[config.mk]
export PLATFORM = sky130hd
export DESIGN_NAME = score_display
export DESIGN_NICKNAME = d
export VERILOG_FILES = /design/src/rtl/score_display.sv
export SDC_FILE = /design/constraint.sdc
export NUM_CORES = 1
export LEC_CHECK = 0
export ABC_CLOCK_PERIOD_IN_PS = 6700
export CAP_MARGIN = 40
export CORE_MARGIN = 5
export CORE_UTILIZATION = 34
export CTS_BUF_LIST = sky130_fd_sc_hd__clkbuf_4 sky130_fd_sc_hd__clkbuf_8
export CTS_CLUSTER_SIZE = 20
export DETAILED_ROUTE_END_ITERATION = 10
export PLACE_DENSITY = 0.58
export SLEW_MARGIN = 30
export SYNTH_ARGS = -nofsm -noshare
export SYNTH_HDL_FRONTEND = slang
export SYNTH_SLANG_ARGS = --single-unit
[constraint.sdc]
create_clock -name clk -period 6.7 [get_ports clk]
set_clock_uncertainty 0.05 [all_clocks]
set_input_delay 1.005 -clock clk [delete_from_list [all_inputs] [get_ports clk]]
set_output_delay 1.005 -clock clk [all_outputs]
set_load 0.1 [all_outputs]
[src/rtl/score_display.sv]
// score_display: per-player rally counter with match-win detection, driving a
// 4-digit multiplexed seven-segment display. Digit3 shows player one's score,
// digit0 shows player two's, and the middle pair shows dashes during play or a
// blinking "P1"/"P2" banner once the match is won.
`timescale 1ns/100ps
module score_display #(
  parameter int REFRESH_DIV = 100000,
  parameter int BLINK_DIV   = 25000000,
  parameter int WIN_POINTS  = 7
) (
  input  logic       clk,
  input  logic       rst,
  input  logic       point_one,
  input  logic       point_two,
  input  logic       new_game,
  output logic [6:0] seg,
  output logic [3:0] an,
  output logic       game_over,
  output logic [1:0] winner
);

  localparam int RW = $clog2(REFRESH_DIV);
  localparam int BW = $clog2(BLINK_DIV);
  localparam logic [RW-1:0] REF_LAST   = RW'(REFRESH_DIV - 1);
  localparam logic [BW-1:0] BLINK_LAST = BW'(BLINK_DIV - 1);
  localparam logic [3:0]    WIN_SCORE  = 4'(WIN_POINTS);

  localparam logic [6:0] SEG_DASH  = 7'b0111111;
  localparam logic [6:0] SEG_BLANK = 7'b1111111;
  localparam logic [6:0] SEG_P     = 7'b0001100;
  localparam logic [6:0] SEG_ONE   = 7'b1111001;
  localparam logic [6:0] SEG_TWO   = 7'b0100100;

  typedef enum logic {PLAY, WON} state_t;

  state_t        state_q, state_d;
  logic [3:0]    score_one_q, score_one_d;
  logic [3:0]    score_two_q, score_two_d;
  logic [1:0]    winner_q, winner_d;
  logic [RW-1:0] ref_q, ref_d;
  logic [1:0]    scan_q, scan_d;
  logic [BW-1:0] blink_q, blink_d;
  logic          blink_on_q, blink_on_d;
  logic [6:0]    seg_q, seg_d;
  logic [3:0]    an_q, an_d;

  // Active-low decimal decode; anything above 9 is shown blank.
  function automatic logic [6:0] dec7(input logic [3:0] v);
    case (v)
      4'd0:    dec7 = 7'b1000000;
      4'd1:    dec7 = 7'b1111001;
      4'd2:    dec7 = 7'b0100100;
      4'd3:    dec7 = 7'b0110000;
      4'd4:    dec7 = 7'b0011001;
      4'd5:    dec7 = 7'b0010010;
      4'd6:    dec7 = 7'b0000010;
      4'd7:    dec7 = 7'b1111000;
      4'd8:    dec7 = 7'b0000000;
      4'd9:    dec7 = 7'b0010000;
      default: dec7 = 7'b1111111;
    endcase
  endfunction

  // Match state and scores; new_game wins over any point, simultaneous points cancel.
  always_comb begin
    state_d     = state_q;
    score_one_d = score_one_q;
    score_two_d = score_two_q;
    winner_d    = winner_q;
    if (new_game) begin
      state_d     = PLAY;
      score_one_d = 4'd0;
      score_two_d = 4'd0;
      winner_d    = 2'b00;
    end else if (state_q == PLAY && (point_one ^ point_two)) begin
      if (point_one) begin
        score_one_d = score_one_q + 4'd1;
        if (score_one_q + 4'd1 == WIN_SCORE) begin
          state_d  = WON;
          winner_d = 2'b01;
        end
      end else begin
        score_two_d = score_two_q + 4'd1;
        if (score_two_q + 4'd1 == WIN_SCORE) begin
          state_d  = WON;
          winner_d = 2'b10;
        end
      end
    end
  end

  // Free-running digit scan; new_game deliberately leaves it alone.
  always_comb begin
    if (ref_q == REF_LAST) begin
      ref_d  = '0;
      scan_d = scan_q + 2'd1;
    end else begin
      ref_d  = ref_q + 1'b1;
      scan_d = scan_q;
    end
  end

  // Banner blink: parked at 0/on until the cycle after WON is entered, so the first on-period is full length.
  always_comb begin
    blink_d    = '0;
    blink_on_d = 1'b1;
    if (state_d == WON && state_q == WON) begin
      if (blink_q == BLINK_LAST) begin
        blink_d    = '0;
        blink_on_d = ~blink_on_q;
      end else begin
        blink_d    = blink_q + 1'b1;
        blink_on_d = blink_on_q;
      end
    end
  end

  // Segment pattern built from next-state values so seg and an update on the same edge.
  always_comb begin
    an_d = ~(4'b0001 << scan_d);
    case (scan_d)
      2'd3: seg_d = dec7(score_one_d);
      2'd0: seg_d = dec7(score_two_d);
      2'd2: begin
        if (state_d != WON)  seg_d = SEG_DASH;
        else if (blink_on_d) seg_d = SEG_P;
        else                 seg_d = SEG_BLANK;
      end
      default: begin
        if (state_d != WON)  seg_d = SEG_DASH;
        else if (blink_on_d) seg_d = (winner_d == 2'b10) ? SEG_TWO : SEG_ONE;
        else                 seg_d = SEG_BLANK;
      end
    endcase
  end

  // All state, including the display pins, is registered with an asynchronous clear.
  always_ff @(posedge clk or negedge rst) begin
    if (!rst) begin
      state_q     <= PLAY;
      score_one_q <= 4'd0;
      score_two_q <= 4'd0;
      winner_q    <= 2'b00;
      ref_q       <= '0;
      scan_q      <= 2'd0;
      blink_q     <= '0;
      blink_on_q  <= 1'b1;
      an_q        <= 4'b1110;
      seg_q       <= 7'b1000000;
    end else begin
      state_q     <= state_d;
      score_one_q <= score_one_d;
      score_two_q <= score_two_d;
      winner_q    <= winner_d;
      ref_q       <= ref_d;
      scan_q      <= scan_d;
      blink_q     <= blink_d;
      blink_on_q  <= blink_on_d;
      an_q        <= an_d;
      seg_q       <= seg_d;
    end
  end

  assign seg       = seg_q;
  assign an        = an_q;
  assign game_over = (state_q == WON);
  assign winner    = winner_q;

endmodule

==> run metrics <==
CTS sink cnt 67; P per Cell Area 184 nW/um^2; CTS Buf Count 9; post-DR vias/cell 5.25; xor/xnor share of the synthesized area 0.0889; CTS tree built; routed vias 3138; initial antenna violation count 0; placed cells 580; Net Sw Frac 0.239; Comb pwr share 0.092; DIE AREA 13800 sq um; gr ovfl total 0; Die Wd 118 um; Tot Pwr 0.874 mW; slew margin rel. 0.519; final setup violation count 0; share of power burned in registers 0.472; pin count of the biggest net entering global routing 41; post-synthesis sequential area ratio 0.427; internal power 0.665 mW; CTS Root Cell clkbuf_8; worst path cell trace clkdlybuf4s50_1, nor3b_2, mux2i_1, inv_1, ha_1, nand4_1, o211ai_1, a211oi_1, o21ai_1; worst skew pair latency 340 ps; Critical Path Start Type primary input; cells after synthesis 413; CP Capture Type flip-flop; vias in the first global route 3101; Port Buf Inserts 18; yosys warns 0; Final Max Slew Viols 0; initial core utilization 0.347; DP Worst Slack 2940 ps; Cell Area, Synth 3940 sq um; fin crit share 0.507; mux contribution to synthesized area 0.0162; Total GRT Usage 0.129; Post-Synth Adder-Cell Area 0.0572; simple-gate portion of the synthesized area 0.253; final setup TNS 0 ps; Req. time, crit path 6860 ps; Reg area 1680 sq um; commonest non-fill, non-tap cells in the layout dfrtp_1, nor2_1, nand2_1; area occupied by multi-input gates 2120 sq um; Leakage 2.01 nW; area growth from synthesis to layout 20.7%; worst-margin pin slew 720 ps; Vert. Die Dim 118 um; IO Count 19; Post-synth EDFFs 0; num rows 39; Compound-Gate Fraction of Synth Area 0.123; worst ir drop on vdd 123 uV; run status complete, no violations; nets@finish 474; GP Congestion 0.888; core area 11400 sq um; critical path arrival 3560 ps; Post-Syn Nets 436; layout cells sized above 1 0.116; DRC violations left 0; Iter 0 DRT Violations 202; first-pass GRT wire length 15.0 mm; most common cell after layout, fill and taps aside dfrtp_1; Max Cap Violations 0; Clock transition at path regs 70 ps; top cell type's share of synthesized area 0.394; routed wire length per instance 14.4 um; final non-filler cell total 598; Synth Register Bits 67; Hold Fails Final Rpt 0; FILL cells 1107; Worst Path Class, Setup in -> reg; largest family of logic cells by synthesized area simple AND/OR/NAND/NOR gates; cell taking the most area after synthesis dfrtp_1; Psw 0.209 mW; dominant cells by area after synthesis dfrtp_1, ha_1, nor2_1; count of hold-fix buffers inserted at cts 0; CP max stage cell clkdlybuf4s50_1; minimum clock period 3400 ps; TritonRoute pass-1 iters 5; H-tree depth 3; DRT antenna net count 0; worst-path fanout max 7; unrepaired setup endpoints after global routing no; post-synth cell types 65; fmax 294 MHz; power share of the clock group 0.436; biggest cell delay along the critical path 560 ps; Inserted Diodes 0; Min Hold Slack 441 ps; final worst slack 3300 ps; top_reg_cell synth dfrtp_1; CTS max path bufs 2; postcts setup bufs 0; worst hold path type reg -> reg; post-DP HPWL 6.31 mm; FFs w/ async S/R, synth 1.00; Routed WL 8.59 mm; syn avg cell area 9.54 sq um; post-CTS sizing 0
[state kept, by name, indices dropped and copies added, names as in the netlist]
| signal | cells |
|---|---|
| blink_q | 25 |
| ref_q | 17 |
| seg | 7 |
| an | 4 |
| score_one_q | 4 |
| score_two_q | 4 |
| scan_q | 2 |
| winner | 2 |
| blink_on_q | 1 |
| game_over | 1 |
[per-layer routing]
layer / vias up / GRT usage / part of all wire
met2: 61 / 0.199 / 0.46
met1: 1508 / 0.177 / 0.48
met4: 0 / 0.0423 / 0.015
li1: 1555 / - / -
met3: 14 / 0.0336 / 0.039
met5: - / 0 / 0
[final timing paths]
path | from | end | slack, ps | depth (start not counted)
worst max-delay path | point_two | seg[2] | 3300 | 9
worst min-delay path | ref_q[4] | ref_q[4] | 440 | 1
worst max register to register | score_one_q[1] | seg[2] | 3840 | 8
worst min register to register | ref_q[4] | ref_q[4] | 440 | 1
max in group asynchronous | rst | blink_on_q | 5390 | 3
min in group asynchronous | rst | ref_q[11] | 610 | 2
[power groups by stage]
stage / clock network (mW) / registers (mW) / logic [mW]
3_3_place_gp: 0 / 0.421 / 0.0691
5_1_grt: 0.410 / 0.414 / 0.0879
3_5_place_dp: 0 / 0.421 / 0.0812
2_1_floorplan: 0 / 0.441 / 0.0258
4_1_cts: 0.394 / 0.413 / 0.0815
6_report: 0.381 / 0.413 / 0.0805
[logic make-up after synthesis]
kind of cell,after synthesis
AOI/OAI and AO/OA,68
xor gates and xnor gates,40
adders and majority gates,18
buffers and inverters,32
DFF,67
muxes,6
and+or+nand+nor,182
[critical path, delay by kind of cell]
kind	cells	cell delay, ps
buffers and inverters	2	770
AOI/OAI and AO/OA	3	510
and+or+nand+nor	2	550
muxes	1	470
adders and majority gates	1	260
[metrics by stage]
stage                util  cell area [sq um]
floorplan               -               3940
global placement    0.374               4250
detailed placement  0.397               4510
CTS                 0.416               4730
global route        0.418               4760
finish              0.418               4760
[synthesized netlist by cell type (all sizes together), types with 4 or more instances]
cell type / instances
nand2: 26
inv: 20
a21oi: 12
nor2b: 7
a211o: 6
o21ai: 15
clkbuf: 7
xor2: 22
and4: 6
buf: 4
xnor2: 18
a211oi: 6
nand3: 22
dfstp: 5
and2: 6
dfrtp: 62
ha: 18
mux2i: 6
nor3: 10
nor2: 54
nand4: 17
and3: 7
[area by class of cell]
type	count	area share
clock buffer	11	0.0318
timing repair buffer	38	0.0981
multi-input combinational	314	0.446
tap	143	0.0376
sequential	67	0.354
inverter	21	0.0166
clock inverter	4	0.0155
Power figures use the tool's default switching activity.
